==> src/rtl/spi_pkg.sv <==
// rtl/spi_pkg.sv - shared types and defaults for the SPI target
package spi_pkg;

  localparam int SPI_WIDTH = 8;

  typedef enum logic [1:0] {
    S_WAIT_DESELECT,
    S_IDLE,
    S_ACTIVE
  } spi_target_state_t;

endpackage

==> src/rtl/sync_edge_detect.sv <==
// rtl/sync_edge_detect.sv - two-flop synchroniser with rise/fall strobes for one async pin
module sync_edge_detect (
  input  logic clk,
  input  logic reset,
  input  logic pin,
  output logic level,
  output logic rise,
  output logic fall
);

  logic meta;
  logic sync_q;
  logic hist_q;

  // Resync the pin and keep one cycle of history; all flops clear to 0 so a
  // pin already low at reset release produces no edge.
  always_ff @(posedge clk) begin
    if (reset) begin
      meta   <= 1'b0;
      sync_q <= 1'b0;
      hist_q <= 1'b0;
    end else begin
      meta   <= pin;
      sync_q <= meta;
      hist_q <= sync_q;
    end
  end

  assign level = sync_q;
  assign rise  = sync_q & ~hist_q;
  assign fall  = ~sync_q & hist_q;

endmodule

==> src/rtl/spi_target.sv <==
// rtl/spi_target.sv - SPI mode 0 target: oversampled pins, rx deserialiser, buffered tx serialiser
module spi_target
  import spi_pkg::*;
#(
  parameter int              WIDTH      = SPI_WIDTH,
  parameter logic [WIDTH-1:0] TX_DEFAULT = WIDTH'('hFF)
) (
  input  logic             clk_in,
  input  logic             reset_in,
  input  logic             select,
  input  logic             sck,
  input  logic             mosi,
  output logic             miso,
  output logic             miso_oe,
  output logic [WIDTH-1:0] rx_data,
  output logic             rx_valid,
  input  logic [WIDTH-1:0] tx_data,
  input  logic             tx_load,
  output logic             tx_ready,
  output logic             tx_underrun,
  output logic             frame_abort,
  output logic             busy
);

  localparam int CW = $clog2(WIDTH);

  spi_target_state_t state, state_next;

  logic cs_level, cs_rise, cs_fall;
  logic sck_level, sck_rise, sck_fall;
  logic mosi_sync, mosi_rise, mosi_fall;
  logic unused_ok;

  logic [CW-1:0]    bit_cnt;
  logic [WIDTH-1:0] rx_shift;
  logic [WIDTH-1:0] rx_next;
  logic [WIDTH-1:0] tx_shift;
  logic [WIDTH-1:0] tx_buf;
  logic             tx_full;
  logic             word_done;

  logic word_start;
  logic rx_step;
  logic tx_step;
  logic frame_end;

  sync_edge_detect u_cs   (.clk(clk_in), .reset(reset_in), .pin(select),
                           .level(cs_level), .rise(cs_rise), .fall(cs_fall));
  sync_edge_detect u_sck  (.clk(clk_in), .reset(reset_in), .pin(sck),
                           .level(sck_level), .rise(sck_rise), .fall(sck_fall));
  sync_edge_detect u_mosi (.clk(clk_in), .reset(reset_in), .pin(mosi),
                           .level(mosi_sync), .rise(mosi_rise), .fall(mosi_fall));

  assign unused_ok = &{1'b0, sck_level, mosi_rise, mosi_fall};

  // State register.
  always_ff @(posedge clk_in) begin
    if (reset_in) state <= S_WAIT_DESELECT;
    else          state <= state_next;
  end

  // Next state plus the per-cycle action strobes; cs edges outrank sck edges.
  always_comb begin
    state_next = state;
    word_start = 1'b0;
    rx_step    = 1'b0;
    tx_step    = 1'b0;
    frame_end  = 1'b0;
    case (state)
      S_WAIT_DESELECT: if (cs_level) state_next = S_IDLE;
      S_IDLE: begin
        if (cs_fall) begin
          state_next = S_ACTIVE;
          word_start = 1'b1;
        end
      end
      S_ACTIVE: begin
        if (cs_rise) begin
          state_next = S_IDLE;
          frame_end  = 1'b1;
        end else begin
          rx_step = sck_rise;
          if (sck_fall) begin
            word_start = word_done;
            tx_step    = ~word_done;
          end
        end
      end
      default: state_next = S_WAIT_DESELECT;
    endcase
  end

  assign rx_next = {rx_shift[WIDTH-2:0], mosi_sync};

  // Datapath: tx buffer handshake, tx shifter/miso, rx shifter, bit counting.
  always_ff @(posedge clk_in) begin
    if (reset_in) begin
      miso        <= 1'b0;
      rx_data     <= '0;
      rx_valid    <= 1'b0;
      tx_underrun <= 1'b0;
      frame_abort <= 1'b0;
      bit_cnt     <= '0;
      rx_shift    <= '0;
      tx_shift    <= '0;
      tx_buf      <= '0;
      tx_full     <= 1'b0;
      word_done   <= 1'b0;
    end else begin
      rx_valid    <= 1'b0;
      tx_underrun <= 1'b0;
      frame_abort <= 1'b0;

      // A load racing an empty-buffer word start is kept for the next word.
      if (tx_load && !tx_full) begin
        tx_buf  <= tx_data;
        tx_full <= 1'b1;
      end

      if (word_start) begin
        word_done <= 1'b0;
        if (tx_full) begin
          tx_shift <= tx_buf;
          miso     <= tx_buf[WIDTH-1];
          tx_full  <= 1'b0;
        end else begin
          tx_shift    <= TX_DEFAULT;
          miso        <= TX_DEFAULT[WIDTH-1];
          tx_underrun <= 1'b1;
        end
      end

      if (tx_step) begin
        tx_shift <= {tx_shift[WIDTH-2:0], 1'b0};
        miso     <= tx_shift[WIDTH-2];
      end

      if (rx_step) begin
        rx_shift <= rx_next;
        if (bit_cnt == CW'(WIDTH - 1)) begin
          rx_data   <= rx_next;
          rx_valid  <= 1'b1;
          bit_cnt   <= '0;
          word_done <= 1'b1;
        end else begin
          bit_cnt <= bit_cnt + CW'(1);
        end
      end

      if (frame_end) begin
        if (bit_cnt != '0) frame_abort <= 1'b1;
        bit_cnt   <= '0;
        word_done <= 1'b0;
      end
    end
  end

  assign tx_ready = ~tx_full;
  assign busy     = (state == S_ACTIVE);
  assign miso_oe  = busy;

endmodule

==> config.mk <==
export PLATFORM = sky130hd
export DESIGN_NAME = spi_target
export DESIGN_NICKNAME = d
export VERILOG_FILES = /design/src/rtl/spi_pkg.sv /design/src/rtl/sync_edge_detect.sv /design/src/rtl/spi_target.sv
export SDC_FILE = /design/constraint.sdc
export NUM_CORES = 1
export LEC_CHECK = 0
export BUFFER_PORTS_ARGS = -buffer_cell sky130_fd_sc_hd__buf_2
export CAP_MARGIN = 25
export CORE_MARGIN = 1
export CORE_UTILIZATION = 55
export DETAILED_ROUTE_END_ITERATION = 8
export GPL_ROUTABILITY_DRIVEN = 0
export PLACE_DENSITY = 0.81
export SLEW_MARGIN = 10
export SYNTH_ARGS = -nofsm -noshare
export SYNTH_HDL_FRONTEND = slang
export SYNTH_HIERARCHICAL = 1
export SYNTH_SLANG_ARGS = --single-unit
export TNS_END_PERCENT = 5
==> constraint.sdc <==
create_clock -name clk_in -period 3.76 [get_ports clk_in]
set_clock_uncertainty 0.2 [all_clocks]
set_input_delay 0.752 -clock clk_in [delete_from_list [all_inputs] [get_ports clk_in]]
set_output_delay 0.752 -clock clk_in [all_outputs]
set_load 0.1 [all_outputs]
* After elaboration in Yosys (flattened, before gate mapping)
Cells that the tools add are included.
Word-level totals: register bits after elaboration 49, bits of input ports 14, output and inout bits 15, word-level logic and storage cells 84
Operators by class: add/subtract/negate cells 1, eq/ne operators 6, mux-type cells 31, bitwise logic cells 13, reductions and logical operators 12
Operators by type and width (count):
- 1-bit two-way mux | 22
- 7-bit two-way mux | 3
- 2-bit OR reduction | 5
- 1-bit NOT | 9
- 2-bit two-way mux | 3
- 2-bit case mux with 3 select lines | 1
- 1-bit AND | 4
- 2-bit by 1-bit inequality test with 1-bit output, second input constant | 2
- 3-bit by 1-bit adder with 3-bit output, second input constant | 1
- 3-bit equality test, second input constant | 1
- 3-bit two-way mux | 1
- 3-bit AND reduction | 1
- 3-bit nonzero test | 1
- 2-bit by 1-bit equality test with 1-bit output, second input constant | 1
- 2-bit equality test, second input constant | 1
- 2-bit zero test | 1
- 2-bit inequality test, second input constant | 1
- 1-bit case mux with 2 select lines | 1
- 2-bit AND reduction | 1
- 2-bit nonzero test | 1
- 1-bit logical AND | 1
- 1-bit zero test | 1

* Depth between registers and ports, before layout
word-level depth 8, mapped depth 7, depth with buffers taken out 6

* By module
The synthesis kept the hierarchy.
Modules (own cells, without submodules):
- spi_target | times used 1, cells each 201, area each 1714.1 um2, seq. area each 820.8 um2
- sync_edge_detect | times used 3, cells each 8, area each 91.3 um2, seq. area each 60.1 um2

* Worst setup path before layout
No wires, ideal clock.
path kind register to output, start register state[0], end output miso_oe, data arrival time 1.760 ns, required time 2.808 ns, slack 1.048 ns, stages on the path, launching flop included 4, path buffers 1, cell sequence dfxtp_1 > inv_1 > ha_1 > buf_4
On the way: longest elaborated chain between the ends 1
Ends and longest elaborated chain:
- start: declaration | line spi_target.sv:27 | spi_target_state_t state, state_next;
- start signal: assignment | line spi_target.sv:59 | else state <= state_next;
- 2-bit equality test | line spi_target.sv:159 | assign busy = (state == S_ACTIVE);
- end: declaration | line spi_target.sv:14 | output logic miso_oe,
No other way between the ends.

* Worst setup path after layout
start register state[0], end output busy
On the way: longest elaborated chain between the ends 1
Ends and longest elaborated chain:
- 2-bit equality test | line spi_target.sv:159
- end: declaration | line spi_target.sv:22 | output logic busy
No other way between the ends.

==> out/metrics.yaml <==
numCtsBuffers: 5
crit_slowest_cell: "buf_2"
layout.nets: 268
setup_viol: 0
cts_hold_buf: 0
r2r_cells: 6
die_w_um: 61.5
worstPathBufferInverterCount: 2
holdWs_ns: 0.251
p_per_area_nw_per_um2: 431
layout-drive-gt1-share_pct: 16.6
syn_inst: 221
vdd_drop_max_uv: 261
clockRootBuffer: "clkbuf_4"
start_kind: "flip-flop"
critPathMaxStageDelay_ns: 0.49
via_count: 1501
routed_via_density: 5.12
final.period_utilization_pct: 68.8
critPathMaxFanout: 10
start_util_pct: 58.0
syn_nets: 243
drc: 0
die_y_um: 61.5
syn_to_final_growth_pct: 10.5
post_cts_buffers: 0
die_area_um2: 3790
cellLeakagePower_uw: 0.000846
holdPathStages: 1
rr_endpoint: "word_done$_SDFF_PP0_"
track_usage_pct: 18.7
clk_pin_slew_ns: 0.13
clk_latency_ns: 0.37
instances_no_fill: 293
setup_ws_ns: 1.17
port_buffers: 28
outcome: "completed"
yosys_warnings: 6
finalHoldViolCount: 0
endpoint_kind: "output port"
antenna_found_initial: 0
pin_count: 29
dr.pass1.iters: 4
h-tree-depth: 2
pre_cts_ws_ns: 1.57
ff2ff_setup_slack_ns: 1.59
syn_area_per_cell_um2: 8.82
grt_overflow_total: 0
core_um2: 3360
drtIter0Drc: 63
tightest_slew_ns: 0.807
setup-tns-final_ns: 0
cts.sinks: 49
dp.cells: 285
path_delay_family: "buffers and inverters"
required_ns: 2.81
hp-start: "u_cs/meta$_SDFF_PP0_"
critPathKind: "reg -> out"
rsz0062_at_grt: "false"
hold_end: "u_cs/level$_SDFF_PP0_"
crit_chain: "inv_1 > ha_1 > buf_2"
cap_violations: 0
rows: 21
wirelength_mm: 3.23
wl_per_cell_um: 11.0
grt_pass1_wl_mm: 5.09
synth_area_um2: 1950
finalWorstPathRequiredPeriod_ns: 2.59
antenna_left: 0
diodes: 0
cts_tree: "done"
drv_slew: 0
cts_resized: 0
hp-class: "reg -> reg"
grt_pass1_vias: 1212
grt_max_degree: 50
critPathArrivalTime_ns: 1.64
dp_hpwl_mm: 2.30
r2r_start: "state[0]$_SDFFE_PP0P_"
total_power_uw: 928
slew_headroom_pct: 46.2
cts_max_path_buffers: 2
timing.fmax_ghz: 0.387
==> where the power goes <==
part	internal [uW]	leakage, uW	total [uW]	switching, uW
registers	536	0.000398	550	14.3
logic	48.2	0.000416	139	91.1
clock network	74.1	0.0000316	238	164
total	659	0.000846	928	270
==> registers in the layout, indices dropped and copies added, names as in the netlist, 2 cells and up <==
| register | count |
|---|---|
| tx_shift | 7 |
| state | 2 |
| tx_buf | 8 |
| bit_cnt | 3 |
| rx_data | 8 |
| rx_shift | 7 |
==> cells in the final DEF (no fill, tap or decap) <==
cell type / n
o21ai_0: 2
nor3_1: 4
and3b_1: 2
nand2b_1: 5
inv_1: 8
clkinvlp_4: 1
and2b_1: 1
a21oi_1: 25
mux2i_1: 2
and2_1: 2
ha_1: 8
o21a_1: 1
dfxtp_1: 49
clkinv_2: 1
clkbuf_4: 5
a311oi_1: 1
o22ai_1: 4
nor4_2: 1
a221oi_2: 1
nor2_1: 16
nor3_2: 1
o2111ai_1: 1
buf_2: 28
o32ai_1: 5
nor2b_1: 14
nand2_1: 51
o32ai_2: 1
nand4bb_1: 1
and4b_4: 1
a22oi_1: 3
inv_6: 1
a211oi_1: 1
==> worst register-to-register path, cell delays in order (launching register included) <==
cell and delay, ns:
dfxtp_1 0.37, inv_1 0.10, ha_1 0.31, and3b_1 0.47, and2_1 0.38, a21oi_1 0.07, a211oi_1 0.18
==> layout make-up <==
class | instances | area, um^2
flip-flops and latches | 49 | 981
clock buffers | 5 | 37.5
fillers | 314 | 1210
clock inverters | 3 | 21.3
well taps | 46 | 57.6
multi-input cells | 154 | 886
repair buffers | 28 | 140
inverters | 8 | 30.0
==> per-stage QoR <==
stage          area (um^2)  util, %
5_1_grt               2150     64.0
4_1_cts               2150     64.0
6_report              2150     64.0
3_3_place_gp          2090     62.3
2_1_floorplan         1950        -
3_5_place_dp          2090     62.3
==> metal layers <==
metal,GRT usage [%],vias up,routed length (um)
li1,-,794,-
met1,21.2,673,1530
met2,31.3,27,1510
met3,4.41,7,105
met4,12.1,0,80
met5,0,-,0
==> worst max-delay path by stage <==
stage	startpoint	end	slack, ns	depth (start not counted)
after global routing	state[0]$_SDFFE_PP0P_	busy	1.06	3
after detailed placement	state[0]$_SDFFE_PP0P_	busy	1.57	3
after global placement	state[0]$_SDFFE_PP0P_	busy	1.61	3
final	state[0]$_SDFFE_PP0P_	busy	1.17	3
after floorplan	state[0]$_SDFFE_PP0P_	miso_oe	1.05	3
after CTS	state[0]$_SDFFE_PP0P_	busy	1.15	3
No activity file was read; power rests on OpenSTA's default activity.
